==> config.mk <==
export PLATFORM = sky130hd
export DESIGN_NAME = mem_arbiter
export DESIGN_NICKNAME = d
export VERILOG_FILES = /design/src/rtl/mem_arbiter_pkg.sv /design/src/rtl/mem_arbiter.sv
export SDC_FILE = /design/constraint.sdc
export NUM_CORES = 1
export LEC_CHECK = 0
export CAP_MARGIN = 10
export CELL_PAD_IN_SITES_DETAIL_PLACEMENT = 1
export CELL_PAD_IN_SITES_GLOBAL_PLACEMENT = 1
export CORE_AREA = 5 5 128 130
export CTS_CLUSTER_DIAMETER = 40
export CTS_CLUSTER_SIZE = 8
export DETAILED_ROUTE_END_ITERATION = 12
export DIE_AREA = 0 0 133 135
export GPL_TIMING_DRIVEN = 0
export PLACE_DENSITY_LB_ADDON = 0.1
export SLEW_MARGIN = 20
export SYNTH_ARGS = -nofsm -noshare
export SYNTH_HDL_FRONTEND = slang
export SYNTH_SLANG_ARGS = --single-unit
export TNS_END_PERCENT = 20
==> constraint.sdc <==
create_clock -name clk_in -period 3.35 [get_ports clk_in]
set_input_delay 0.5025 -clock clk_in [delete_from_list [all_inputs] [get_ports clk_in]]
set_output_delay 0.5025 -clock clk_in [all_outputs]
set_load 0.05 [all_outputs]
==> src/rtl/mem_arbiter_pkg.sv <==
// Shared types and constants for the two-client memory arbiter.
// State encoding is fixed so it can be observed on debug taps.
package mem_arbiter_pkg;

    typedef enum logic [1:0] {
        StIdle    = 2'd0,
        StIfBusy  = 2'd1,
        StLsBusy  = 2'd2,
        StIfDrain = 2'd3
    } arb_state_e;

    localparam logic [2:0]  LEN_BYTE       = 3'b000;
    localparam logic [2:0]  LEN_HALF       = 3'b001;
    localparam logic [2:0]  LEN_WORD       = 3'b010;
    localparam int unsigned LEN_SIGNED_BIT = 2;

endpackage

==> src/rtl/mem_arbiter.sv <==
// Arbitrates fetch and load/store clients onto the single byte-serial controller port.
// Handles branch flush of an in-flight fetch and bounds fetch starvation.
module mem_arbiter
    import mem_arbiter_pkg::*;
#(
    parameter int unsigned STARVE_LIMIT = 4
) (
    input  logic        clk_in,
    input  logic        rst_in,
    input  logic        rdy_in,
    input  logic        flush,
    input  logic        if_valid,
    input  logic [31:0] if_addr,
    output logic        if_ready,
    output logic [31:0] if_data,
    input  logic        ls_valid,
    input  logic        ls_wr,
    input  logic [31:0] ls_addr,
    input  logic [2:0]  ls_len,
    input  logic [31:0] ls_data,
    output logic        ls_ready,
    output logic [31:0] ls_res,
    output logic        mem_valid,
    output logic        mem_wr,
    output logic [31:0] mem_addr,
    output logic [2:0]  mem_len,
    output logic [31:0] mem_data,
    input  logic        mem_ready,
    input  logic [31:0] mem_res
);

    localparam logic [3:0] StarveMax = 4'(STARVE_LIMIT);

    arb_state_e  state_q, state_d;
    logic [3:0]  streak_q, streak_d;
    logic        mem_valid_q, mem_valid_d;
    logic        mem_wr_q, mem_wr_d;
    logic [31:0] mem_addr_q, mem_addr_d;
    logic [2:0]  mem_len_q, mem_len_d;
    logic [31:0] mem_data_q, mem_data_d;

    logic done;
    logic can_grant;
    logic if_cand;
    logic ls_cand;
    logic grant_if;
    logic grant_ls;

    always_comb begin
        done      = rdy_in && mem_ready;
        can_grant = 1'b0;
        if_cand   = if_valid && !flush;
        ls_cand   = ls_valid;
        // The client completing this cycle still shows valid; it must not be re-granted.
        case (state_q)
            StIdle:               can_grant = 1'b1;
            StIfBusy, StIfDrain: begin
                can_grant = done;
                if_cand   = 1'b0;
            end
            StLsBusy: begin
                can_grant = done;
                ls_cand   = 1'b0;
            end
            default:              can_grant = 1'b0;
        endcase
        grant_if = can_grant && if_cand && (!ls_cand || (streak_q == StarveMax));
        grant_ls = can_grant && ls_cand && !grant_if;
    end

    always_comb begin
        state_d     = state_q;
        mem_valid_d = mem_valid_q;
        mem_wr_d    = mem_wr_q;
        mem_addr_d  = mem_addr_q;
        mem_len_d   = mem_len_q;
        mem_data_d  = mem_data_q;

        if (grant_if) begin
            state_d     = StIfBusy;
            mem_valid_d = 1'b1;
            mem_wr_d    = 1'b0;
            mem_addr_d  = if_addr;
            mem_len_d   = LEN_WORD;
            mem_data_d  = 32'd0;
        end else if (grant_ls) begin
            state_d     = StLsBusy;
            mem_valid_d = 1'b1;
            mem_wr_d    = ls_wr;
            mem_addr_d  = ls_addr;
            mem_len_d   = ls_len;
            mem_data_d  = ls_data;
        end else if ((state_q != StIdle) && done) begin
            state_d     = StIdle;
            mem_valid_d = 1'b0;
        end else if ((state_q == StIfBusy) && flush) begin
            // Transfer cannot be aborted; keep mem_valid and swallow the result.
            state_d = StIfDrain;
        end
    end

    always_comb begin
        streak_d = streak_q;
        if (!if_valid || grant_if) begin
            streak_d = 4'd0;
        end else if (grant_ls && if_cand && (streak_q < StarveMax)) begin
            streak_d = streak_q + 4'd1;
        end
    end

    always_ff @(posedge clk_in or posedge rst_in) begin
        if (rst_in) begin
            state_q     <= StIdle;
            streak_q    <= 4'd0;
            mem_valid_q <= 1'b0;
            mem_wr_q    <= 1'b0;
            mem_addr_q  <= 32'd0;
            mem_len_q   <= 3'd0;
            mem_data_q  <= 32'd0;
        end else if (rdy_in) begin
            state_q     <= state_d;
            streak_q    <= streak_d;
            mem_valid_q <= mem_valid_d;
            mem_wr_q    <= mem_wr_d;
            mem_addr_q  <= mem_addr_d;
            mem_len_q   <= mem_len_d;
            mem_data_q  <= mem_data_d;
        end
    end

    assign if_ready  = !rst_in && done && (state_q == StIfBusy) && !flush;
    assign ls_ready  = !rst_in && done && (state_q == StLsBusy);
    assign if_data   = mem_res;
    assign ls_res    = mem_res;

    assign mem_valid = mem_valid_q;
    assign mem_wr    = mem_wr_q;
    assign mem_addr  = mem_addr_q;
    assign mem_len   = mem_len_q;
    assign mem_data  = mem_data_q;

endmodule

==> impl_metrics.env <==
export IMPL_share_seq_of_total_power_pct=24.9
export IMPL_fin_hold_ws_ps=488
export IMPL_layout_drive_gt1_share_pct=24.8
export IMPL_final_cell_mix="clkdlybuf4s50_1 (241), dfrtp_1 (75), buf_4 (64), mux2_4 (54), inv_1 (42)"
export IMPL_post_cts_buffers=0
export IMPL_start_util_pct=28.6
export IMPL_power_switching_w=0.00301
export IMPL_slew_violations=0
export IMPL_synth_seq_area_share_pct=43.6
export IMPL_clock_latency_ps=340
export IMPL_fin_cells=816
export IMPL_min_path_type="flip-flop to flip-flop"
export IMPL_num_io_pins=274
export IMPL_p_leak_nw=3.37
export IMPL_outcome="finished, final reports clean"
export IMPL_ys_types=34
export IMPL_wirelength_um=13600
export IMPL_fin_crit_sh_pct=84.4
export IMPL_crit_required_ps=2850
export IMPL_die_area_mm2=0.0180
export IMPL_worstSetupEndpointType="primary output"
export IMPL_crit_type="input pin to primary output"
export IMPL_antenna_cells=0
export IMPL_design_area_mm2=0.00726
export IMPL_timing_fmax_mhz=354
export IMPL_die_h_um=135
export IMPL_cts_inserted_buffers=9
export IMPL_maxCapViolCount=0
export IMPL_p_clk_share_pct=14.1
export IMPL_num_rows=45
export IMPL_io_buffers=241
export IMPL_first_pass_iters=4
export IMPL_yosys_warnings=0
export IMPL_fin_crit_ps=2830
export IMPL_die_w_um=133
export IMPL_place_gp_congestion=0.783
export IMPL_cts_hold_buf=0
export IMPL_fin_skew_ps=6.55
export IMPL_vdd_drop_max_v=0.000528
export IMPL_antenna_found_initial=0
export IMPL_ant_nets=0
export IMPL_postCtsResizedCells=0
export IMPL_grt_total_usage_pct=14.9
export IMPL_area_growth_pct=68.6
export IMPL_sw_frac_of_total_pct=47.0
export IMPL_p_int_w=0.00340
export IMPL_comb_power_share_pct=61.0
export IMPL_startpoint_type="input pin"
export IMPL_final_hold_viol_count=0
export IMPL_htreeDepth=3
export IMPL_power_total_w=0.00641
export IMPL_drt_initial_drc_count=78
export IMPL_setup_violations=0
export IMPL_root_buffer="clkbuf_16"
export IMPL_cts_sinks=75
export IMPL_vias_per_cell=4.27
export IMPL_p_per_area_mw_per_mm2=884
export IMPL_grt_max_degree=52
export IMPL_place_area_mm2=0.00698
export IMPL_drc=0
export IMPL_grt_ovfl_total=0
export IMPL_vias=3485
export IMPL_clk_pin_slew_ps=60
export IMPL_worstPathArrival_ps=2320
export IMPL_cp_max_fo=5
export IMPL_rsz0062_at_grt="no"
export IMPL_grt_pass1_vias=3951
export IMPL_final_common_cell="clkdlybuf4s50_1"
export IMPL_cts_tree="built"
export IMPL_final_core_util_pct=48.3
export IMPL_netlist_instances=370
export IMPL_wl_per_cell_um=16.6
export IMPL_syn_avg_cell_area_um2=11.6
export IMPL_post_place_cells=800
export IMPL_netlist_area_mm2=0.00430
export IMPL_synth_seq_cells=75
export IMPL_clockBufferDepth=2
export IMPL_syn_num_nets=511
export IMPL_slew_headroom_pct=52.2
export IMPL_core_mm2=0.0150
export IMPL_tightest_slew_ps=716
export IMPL_grt_pass1_wl_um=21200
export IMPL_fin_nets=764
export IMPL_hpwl_um=10900
-- path summary, 6_finish.rpt --
check	startpoint	to	slack, ps	cells past startpoint
setup / recovery	rdy_in	if_ready	520	4
hold / removal	mem_valid	mem_valid	490	1
setup reg to reg	state_q[0]	mem_data[5]	860	7
hold reg to reg	mem_valid	mem_valid	490	1
max in group asynchronous	rst_in	mem_addr[31]	2210	3
min in group asynchronous	rst_in	state_q[0]	560	2
-- registers in the layout, indices dropped and copies added, names as in the netlist --
signal	flops
mem_len	3
mem_addr	32
mem_data	32
state_q	2
mem_wr	1
mem_valid	1
streak_q	4
-- cells by family (layout without fill, tap and decap cells) --
family          Yosys count  count (layout)  synth area share (%)
flops                    75              75                  43.6
buf+inv                 123             381                  17.7
mux                     100             100                  29.9
compound gates           16              16                  2.47
fa+ha+maj                 2               2                 0.581
simple gates             54              54                  5.76
-- power groups by stage --
stage	Sequential [W]	Clock (W)	Combinational, W
after floorplan	0.00310	0	0.00109
after global placement	0.00159	0	0.00391
after detailed placement	0.00161	0	0.00395
after CTS	0.00160	0.000946	0.00396
after global routing	0.00166	0.000992	0.00409
final	0.00160	0.000904	0.00391
-- final cells by class --
class	instances	area, µm²
clock inverters	2	10.0
multi-input cells	172	1660
clock buffers	14	264
flip-flops and latches	75	1880
repair buffers	242	2440
well taps	188	235
fillers	1622	7780
plain buffers	80	602
inverters	43	164
-- cells in the mapped netlist --
master	number	area share (%)
a211oi_1	1	0.17
clkbuf_1	5	0.44
inv_1	43	3.7
buf_1	1	0.087
nand3_1	1	0.12
buf_6	3	0.78
or2_2	1	0.15
o221a_2	1	0.26
buf_2	5	0.58
o22a_1	1	0.20
o21ai_0	4	0.47
o22ai_1	2	0.29
nand2b_1	2	0.29
mux2_2	11	2.9
a21oi_1	4	0.47
nand2_1	38	3.3
ha_1	2	0.58
nor4_1	2	0.29
nor3b_1	1	0.17
buf_4	64	11
mux2_4	54	19
dfrtp_1	75	44
or3b_1	1	0.20
nand3b_1	1	0.17
a221o_1	1	0.23
nand4_1	1	0.15
o41ai_1	1	0.20
nor2_1	1	0.087
a21o_1	1	0.17
mux2i_1	35	8.1
buf_12	2	0.93
nor4bb_1	1	0.23
and2_1	1	0.15
nor2b_1	3	0.44
-- layer usage --
layer,routed length [µm],up-vias,track usage [%]
met2,6620,153,24.8
met5,0,-,0
met4,240,0,5.43
met3,1500,15,7.23
met1,5200,1661,16.6
li1,-,1656,-
-- through the flow --
step	setup TNS [ps]	setup slack (ps)
3_3_place_gp	-46510	-626
5_1_grt	0	324
4_1_cts	0	506
3_5_place_dp	0	172
6_report	0	523
2_1_floorplan	0	749
-- worst max-delay path: stages --
cell             delay (ps)
clkdlybuf4s50_1         540
nand2_1                 150
nor4_1                  250
clkdlybuf4s50_1         870
(Power assumes the default switching activity.)
